`src/rtl/fetch_stage.sv`:
```
// Instruction fetch: owns the PC, reads instruction memory and fills the IF/ID
// register, with stall hold, redirect bubble, range check and fetch counting.
`ifndef MEM_DEPTH
`define MEM_DEPTH 1024
`endif

module fetch_stage #(
    parameter logic [31:0] START_ADDR = 32'h0100_0000,
    parameter int unsigned MEM_DEPTH  = `MEM_DEPTH,
    parameter logic [31:0] NOP_INSN   = 32'h0000_0013
) (
    input  logic        clock,
    input  logic        reset,
    input  logic        stall,
    input  logic        redirect,
    input  logic [31:0] redirect_target,
    input  logic [31:0] imem_data,
    output logic [31:0] imem_address,
    output logic        imem_read_write,
    output logic [31:0] imem_data_in,
    output logic [31:0] pc,
    output logic [31:0] if_pc,
    output logic [31:0] if_insn,
    output logic        if_valid,
    output logic        misaligned_fault,
    output logic [31:0] fetch_count
);

    logic [31:0] offset;
    logic [32:0] last_byte;
    logic        in_range;

    // 33-bit compare so a PC below START_ADDR can never wrap back into range
    assign offset    = pc - START_ADDR;
    assign last_byte = {1'b0, offset} + 33'd3;
    assign in_range  = last_byte < 33'(MEM_DEPTH);

    assign imem_address    = pc;
    assign imem_read_write = 1'b0;
    assign imem_data_in    = 32'h0;

    always_ff @(posedge clock) begin
        if (reset) begin
            pc               <= START_ADDR;
            if_pc            <= 32'h0;
            if_insn          <= NOP_INSN;
            if_valid         <= 1'b0;
            misaligned_fault <= 1'b0;
            fetch_count      <= 32'h0;
        end else if (redirect) begin
            pc       <= {redirect_target[31:2], 2'b00};
            if_pc    <= pc;
            if_insn  <= NOP_INSN;
            if_valid <= 1'b0;
            if (redirect_target[1:0] != 2'b00)
                misaligned_fault <= 1'b1;
        end else if (!stall) begin
            pc    <= pc + 32'd4;
            if_pc <= pc;
            if (in_range) begin
                if_insn     <= imem_data;
                if_valid    <= 1'b1;
                fetch_count <= fetch_count + 32'd1;
            end else begin
                if_insn  <= NOP_INSN;
                if_valid <= 1'b0;
            end
        end
    end

endmodule
```
`config.mk`:
```
export PLATFORM = sky130hd
export DESIGN_NAME = fetch_stage
export DESIGN_NICKNAME = d
export VERILOG_FILES = /design/src/rtl/fetch_stage.sv
export SDC_FILE = /design/constraint.sdc
export NUM_CORES = 1
export LEC_CHECK = 0
export BUFFER_PORTS_ARGS = -buffer_cell sky130_fd_sc_hd__buf_2
export CORE_UTILIZATION = 50
export CTS_CLUSTER_SIZE = 28
export DETAILED_ROUTE_END_ITERATION = 10
export GPL_ROUTABILITY_DRIVEN = 0
export GPL_TIMING_DRIVEN = 1
export PLACE_DENSITY_LB_ADDON = 0.1
export SYNTH_ARGS = -nofsm -noshare
export SYNTH_HDL_FRONTEND = slang
export SYNTH_SLANG_ARGS = --single-unit
export TNS_END_PERCENT = 1
```
`constraint.sdc`:
```
create_clock -name clock -period 5.52 [get_ports clock]
set_clock_uncertainty 0.05 [all_clocks]
set_input_delay 0.828 -clock clock [delete_from_list [all_inputs] [get_ports clock]]
set_output_delay 0.828 -clock clock [all_outputs]
set_load 0.005 [all_outputs]
```
# After elaboration in Yosys (flattened, before gate mapping)
# Cells that the tools add are included.
# word_totals
register_bits	130
elab_cells	25
out_inout_bits	195
inputBits	68
# classes
order_cmp	1
reduce_logical	4
n_mux	6
bitwise_logic	2
eq_ne	1
add_sub_neg	4
# op_table
cell	n
$mux W32	5
$add A32 B2 Y33 const B	1
$lt A33 B11 Y1 const B	1
$add A32 B1 Y32 const B	1
$add A32 B3 Y32 const B	1
$sub A32 B25 Y32 const B	1
$reduce_and A3 Y1	1
$ne A2 B1 Y1 const B	1
$not A1 Y1	2
$reduce_and A2 Y1	1
$reduce_bool A2 Y1	1
$reduce_or A2 Y1	1
$mux W1	1

# Longest topological paths before layout
# Gate-level depths: netlist of run 1.
# depth
ltp_word	4
depth_mapped	9
ltp_nobuf	7

# Worst setup path after synthesis of run 1
# OpenSTA, ideal clock, no wires.
# synth_path
path_kind	input-to-reg
startpoint	input stall
endpoint	register fetch_count[27]
slack_ps	3022
required_time_ps	5338
t_arrival_ps	2316
stages	7
setup_time_ps	132
n_path_buf	2
path_cell_list	nor4_1 and4_1 clkbuf_1 clkbuf_1 nand4_1 o21ai_0 a21oi_1
# synth_between
elab_chain_len	2
# synth_rtl
item	line	rtl
start, declared	14	input logic stall,
$not A1 Y1 (no line)	--	
$reduce_and A3 Y1 (no line)	--	
end signal, assigned	63	fetch_count <= fetch_count + 32'd1;
end, declared	26	output logic [31:0] fetch_count
# No other way between the ends.
# A chain may end at the register's enable or synchronous reset.

# Final worst setup path of run 1
# layout_path
startpoint	register pc[24] (netlist: imem_address[24])
endpoint	register if_insn[7]
# layout_between
elab_chain_len	4
# layout_rtl
item	line	rtl
start, declared	21	output logic [31:0] pc,
start signal, assigned	51	pc <= {redirect_target[31:2], 2'b00};
start signal, assigned	58	pc <= pc + 32'd4;
$sub A32 B25 Y32	34	assign offset = pc - START_ADDR;
$add A32 B2 Y33	35	assign last_byte = {1'b0, offset} + 33'd3;
$lt A33 B11 Y1	36	assign in_range = last_byte < 33'(MEM_DEPTH);
$mux W32	60	if (in_range) begin
end signal, assigned	61	if_insn <= imem_data;
end, declared	23	output logic [31:0] if_insn,
# No other way between the ends.

==> out/qor.csv, run 1 <==
stage,metric,value,unit
sta,min Tclk post-route,3.04,ns
yosys,"Avg Cell Area, Syn",8.25,um^2
clock_tree,clock buffer depth,2,
clock_tree,htree depth,4,
status,outcome,"complete, no violations",
setup_path,"slowest stage delay, CP",0.89,ns
setup_path,WP buf/inv,1,
setup_path,CP endpoint kind,register,
route,highest metal used,met5,
sta,worst-margin pin slew,1.21,ns
yosys,Post-Syn Area,6130,um^2
yosys,number of flops mapped to enable cells by yosys,0,
sta,worst hold margin,0.395,ns
route,routed wl met3,894,um
final_layout,diode count,0,
yosys,async set or reset register ratio after synthesis,0,%
sta,Fin. Hold Viols,0,
route,DRT antenna net count,0,
sta,Final setup viols,0,
clock_tree,cts repair resizes,0,
final_layout,Multi-input gate area,2990,um^2
route,overall routed net length,15800,um
placement,hpwl dp,11100,um
setup_path,crit path launch type,register,
floorplan,die area,12700,um^2
floorplan,row cnt,40,
route,Iter 0 DRT Violations,304,
floorplan,initial core utilization,51.2,%
clock_tree,CTS buffer count,17,
hold_path,HP Class,reg2reg,
final_layout,P&R area growth vs syn,21.6,%
clock_tree,post-CTS setup buffers,0,
sta,f_max,329,MHz
yosys,register area share after synthesis,41.2,%
sta,period utilisation layout,55.0,%
setup_path,WP data required,5.81,ns
yosys,Yosys reg bits,126,
final_layout,Final nets,988,
final_layout,fillers,1107,
yosys,top post-synthesis cells by area,"dfxtp_1 41%, buf_4 8.5%, a21oi_1 5.4%",
setup_path,Top delay family on crit path,simple AND/OR/NAND/NOR gates,
floorplan,core area,12000,um^2
global_routing,initial antenna violation count,1,
yosys,Synth top area share,41.2,%
pwr,maximum VDD drop,0.184,mV
final_layout,layout cells sized above 1,28.4,%
sta,RSZ-0062 raised after global routing,false,
flow_run,max cap viols,0,
global_routing,Tot GR Track Use,25.3,%
clock_tree,TritonCTS clock tree,yes,
yosys,Yosys Warn Count,0,
yosys,top cell type by total area after synthesis,dfxtp_1,
floorplan,Die Wd,113,um
route,WL per Instance,14.7,um
clock_tree,cts hold-fix bufs,0,
global_routing,vias in the first global route,5219,
route,WL met1,6770,um
clock_tree,clk sinks,126,
final_layout,Storage cell area,2520,um^2
sta,setup TNS,0,ns
setup_path,CP Data Arrival Time,3.32,ns
yosys,Post-synth top flop,dfxtp_1,
setup_path,sequence of cells on the critical path,"inv_1, ha_1, nand4bb_1, or3_4, nor2_2, a22oi_1, nor2_1",
route,vias per inst,5.32,
global_routing,pin count of the biggest net entering global routing,96,
clock_tree,worst skew pair latency,0.41,ns
global_routing,total grt overflow,0,
route,residual DRC count,0,
setup_path,Critical-path top delay cell,nor2_2,
route,1st-pass router iterations,5,
route,routed wl met2,7860,um
clock_tree,Root Driver,clkbuf_16,
sta,Slew Limit Fails,0,
global_routing,first-pass GRT wire length,25400,um
yosys,Cell variety after synth,50,
yosys,Synth Instances,743,
floorplan,die height,113,um
pwr,Leakage,3.34,nW
sta,relative slew slack,19.5,%
floorplan,IO Pins,263,
placement,Port Buffers,223,
setup_path,crit-path max FO,29,
setup_path,Setup Crit Path Kind,reg2reg,
route,via count,5709,
pwr,power density over cell area,290,nW/um^2
clock_tree,Worst-path clk slew,0.05,ns
==> worst min-delay path: stages, from the launching register on <==
cell and delay (ns):
dfxtp_1 0.30, inv_1 0.04, a21oi_1 0.05
==> cells in the mapped netlist (4+ instances only) <==
cell type,number
a21oi_1,66
a22oi_1,29
and3_1,4
and4_1,8
buf_4,69
clkbuf_1,36
dfxtp_1,126
ha_1,4
inv_1,26
mux2i_1,9
nand2_1,87
nand3_1,21
nand4_1,30
nand4b_1,5
nor2_1,70
nor2b_1,10
nor3_1,13
nor4_1,10
o21a_1,14
o21ai_0,15
or3_1,9
xnor2_1,23
xor2_1,18
==> layer usage <==
metal | track usage [%] | vias up
li1 | - | 2813
met1 | 30.7 | 2697
met2 | 43.0 | 175
met3 | 6.27 | 22
met4 | 10.1 | 2
met5 | 0 | -
==> power by group <==
| group | switching [W] | internal, W |
|---|---|---|
| Combinational | 0.0000986 | 0.0000788 |
| Sequential | 0.0000381 | 0.000936 |
| Clock | 0.000378 | 0.000629 |
| Total | 0.000515 | 0.00164 |
==> cells by family after synthesis <==
family | synth area share (%)
other | 0.0612
adder cells (fa/ha/maj) | 0.817
buffers and inverters | 12.5
AND/OR/NAND/NOR | 24.8
multiplexers | 1.47
flip-flops | 41.2
XOR/XNOR | 5.86
AO/OA/AOI/OAI | 13.3
==> final timing paths <==
check | from | end | slack (ns) | cells past startpoint
max | imem_address[24] | if_insn[7] | 2.48 | 7
min | misaligned_fault | misaligned_fault | 0.39 | 2
max reg2reg | imem_address[24] | if_insn[7] | 2.48 | 7
min reg2reg | misaligned_fault | misaligned_fault | 0.39 | 2
==> cells in the final DEF, fill, tap and decap left out, types with 8 or more instances in the layout <==
master and instances:
buf_2 222, dfxtp_1 126, nand2_1 87, nor2_1 68, a21oi_1 66, conb_1 39, nand4_1 30, a22oi_1 29
inv_1 26, xnor2_1 23, nand3_1 21, xor2_1 18, clkbuf_16 17, o21ai_0 15, o21a_1 14, nor3_1 13
nor4_1 10, nor2b_1 10, or3_1 9, mux2i_1 9, and4_1 8, clkinv_2 8
==> layout make-up <==
type / instances / area share, %
Timing Repair Buffer: 225 / 15.2
Tap cell: 147 / 2.47
Inverter: 26 / 1.31
Clock buffer: 21 / 6.18
Sequential cell: 126 / 33.8
Clock inverter: 9 / 0.940
Multi-Input combinational cell: 520 / 40.1
==> registers in the layout, indices dropped and copies added, names as in the netlist <==
register / cells
fetch_count: 32
if_insn: 32
if_pc: 30
imem_address: 30
if_valid: 1
misaligned_fault: 1
==> stage by stage <==
stage	util, %	instances	setup WS, ns	area (um^2)	total power [W]
final	62.3	1074	2.48	7450	0.00216
after global routing	62.3	1074	2.30	7450	0.00226
after CTS	62.3	1074	2.48	7450	0.00218
after detailed placement	57.9	1044	2.09	6920	0.00117
after global placement	57.9	1044	2.32	6920	0.00117
after floorplan	-	781	3.02	6270	0.00112
(Power assumes the default switching activity.)
==> run 2, diff against run 1 <==
- ABC_AREA: not set -> 1
- CORE_UTILIZATION: 50 -> 44
- clock period: 5.52 -> 2.61 ns (I/O delays scaled with it)
==> run 2 against run 1 <==
  * Non-clock buffer count is 13 higher
  * Critical path type unchanged
  * Largest cell class unchanged
  * Worst setup slack worse by 2.1 ns
  * Wire length is 23% higher
  * Core utilization shrank 7.0 points
  * Via count up 16%
==> out/qor.csv, run 2 <==
stage,metric,value,unit,change
status,outcome,"complete, no violations",,
yosys,async set or reset register ratio after synthesis,0,%,unchanged
yosys,number of flops mapped to enable cells by yosys,0,,unchanged
final_layout,layout cells sized above 1,25.1,%,-3.2 points
global_routing,total grt overflow,0,,unchanged
placement,hpwl dp,14500,um,+30%
final_layout,"commonest non-fill, non-tap cells in the layout","223 x buf_2, 208 x nand2_1, 126 x dfxtp_1",,
global_routing,first-pass GRT wire length,31700,um,+25%
final_layout,P&R area growth vs syn,22.3,%,
yosys,Yosys reg bits,126,,unchanged
floorplan,initial core utilization,45.2,%,-6.0 points
sta,f_max,459,MHz,+39%
final_layout,Final Cell Area,8040,um^2,+7.8%
floorplan,IO Pins,263,,unchanged
yosys,top post-synthesis cells by area,"dfxtp_1 38%, nand2_1 12%, a21oi_1 9.4%",,
floorplan,row cnt,44,,+10%
setup_path,crit path launch type,register,,
yosys,Synth top area share,38.4,%,-2.8 points
clock_tree,htree depth,4,,unchanged
floorplan,die height,124,um,+10%
yosys,top cell type by total area after synthesis,dfxtp_1,,
sta,period utilisation layout,83.5,%,+28 points
sta,final worst slack,0.432,ns,-2.05 ns
pwr,power density over cell area,598,nW/um^2,+110%
route,Iter 0 DRT Violations,499,,+64%
clock_tree,post-CTS setup buffers,0,,unchanged
yosys,Post-Syn Area,6570,um^2,+7.2%
sta,min Tclk post-route,2.18,ns,-0.857 ns
floorplan,Die Wd,124,um,+10%
route,vias per inst,4.96,,-6.8%
clock_tree,TritonCTS clock tree,yes,,
setup_path,Setup Crit Path Kind,reg2reg,,
clock_tree,cts hold-fix bufs,0,,unchanged
clock_tree,worst skew pair latency,0.41,ns,about the same
yosys,"Avg Cell Area, Syn",6.85,um^2,-17%
placement,Port Buffers,223,,unchanged
pwr,maximum VDD drop,0.401,mV,+120%
clock_tree,Root Driver,clkbuf_16,,
sta,worst-margin pin slew,0.919,ns,-0.288 ns
yosys,Synth Instances,959,,+29%
clock_tree,CTS buffer count,17,,unchanged
setup_path,crit-path max FO,7,,-76%
clock_tree,Worst-path clk slew,0.06,ns,about the same
global_routing,Tot GR Track Use,25.5,%,+0.21 points
yosys,Post-synth top cells,"208 x nand2_1, 126 x dfxtp_1, 124 x a21oi_1",,
route,residual DRC count,0,,unchanged
route,1st-pass router iterations,5,,unchanged
route,overall routed net length,19400,um,+23%
final_layout,largest registers,"fetch_count x32, if_insn x32",,
route,DRT antenna net count,0,,unchanged
sta,RSZ-0062 raised after global routing,false,,
floorplan,core area,14500,um^2,+22%
final_layout,Final nets,1216,,+23%
global_routing,pin count of the biggest net entering global routing,47,,-51%
pwr,Final Power,0.00480,W,+120%
setup_path,CP Data Arrival Time,2.48,ns,-0.84 ns
route,WL per Instance,14.5,um,-1.6%
yosys,Post-synth top flop,dfxtp_1,,
route,via count,6637,,+16%
clock_tree,clock buffer depth,2,,unchanged
clock_tree,cts repair resizes,0,,unchanged
sta,Fin. Hold Viols,0,,unchanged
sta,relative slew slack,38.7,%,+19 points
global_routing,initial antenna violation count,1,,unchanged
yosys,Yosys Warn Count,0,,unchanged
yosys,register area share after synthesis,38.4,%,-2.8 points
floorplan,die area,15400,um^2,+21%
sta,Slew Limit Fails,0,,unchanged
final_layout,"most common cell after layout, fill and taps aside",buf_2,,
sta,Final setup viols,0,,unchanged
placement,Place WS,0.471,ns,-1.62 ns
flow_run,max cap viols,0,,unchanged
sta,setup TNS,0,ns,unchanged
yosys,Cell variety after synth,35,,-30%
pwr,Leakage,3.75,nW,+12%
placement,Post-Place Cell Area,7490,um^2,+8.2%
hold_path,HP Class,in2reg,,
yosys,most common cell in the netlist,nand2_1,,
clock_tree,clk sinks,126,,unchanged
global_routing,vias in the first global route,6149,,+18%
setup_path,CP endpoint kind,register,,
setup_path,WP data required,2.91,ns,-2.90 ns
[run 2: layer usage]
layer	track usage [%]	wire (um)	vias to the layer above
met2	38.8	8460	246
li1	-	-	3387
met1	33.7	8990	2970
met5	0	0	-
met4	10.4	526	0
met3	7.20	1380	34
[run 2: kinds of logic after synthesis]
| family | after synthesis | share of synthesized area [%] |
|---|---|---|
| buf+inv | 190 | 15.1 |
| other cells | 1 | 0.0571 |
| compound gates | 222 | 17.4 |
| flops | 126 | 38.4 |
| xor+xnor | 17 | 2.27 |
| fa+ha+maj | 4 | 0.762 |
| simple gates | 399 | 26.0 |
[run 2: cell type report]
| cell class | count | area [um^2] |
|---|---|---|
| Antenna cell | 1 | 2.50 |
| Fill cell | 1543 | 6500 |
| Sequential cell | 126 | 2520 |
| Tap cell | 184 | 230 |
| Clock inverter | 8 | 67.6 |
| Multi-Input combinational cell | 681 | 3200 |
| Timing Repair Buffer | 238 | 1240 |
| Clock buffer | 21 | 470 |
| Inverter | 80 | 300 |
[run 2: path summary, 6_finish.rpt]
check        slack, ns        startpoint                to  cells after the start
max               0.43  imem_address[25]   fetch_count[30]                     13
min               0.14      imem_data[0]        if_insn[0]                      3
max reg2reg       0.43  imem_address[25]   fetch_count[30]                     13
min reg2reg       0.40  misaligned_fault  misaligned_fault                      2
[run 2: worst max-delay path: stages (launching register included)]
cell and delay, ns:
dfxtp_1 0.45, inv_1 0.14, ha_1 0.24, inv_1 0.08, nor2_1 0.05, nor2_1 0.10, nand2_1 0.06, nor2_1 0.19
nand3_1 0.10, nor2_1 0.33, nand3_1 0.12, nand2_1 0.08, inv_1 0.04, nor2_1 0.09
[run 2: metrics by stage]
step	util [%]	hold WS (ns)	instances
after global routing	55.3	0.128	1339
after CTS	55.3	0.127	1338
final	55.3	0.143	1339
after global placement	51.6	0.384	1309
after floorplan	-	0.397	997
after detailed placement	51.6	0.390	1309
[run 2: power breakdown]
group          total (W)  internal (W)  switching [W]
clock network    0.00218       0.00136       0.000829
logic           0.000546      0.000215       0.000331
registers        0.00207       0.00200      0.0000780
total            0.00480       0.00357        0.00124
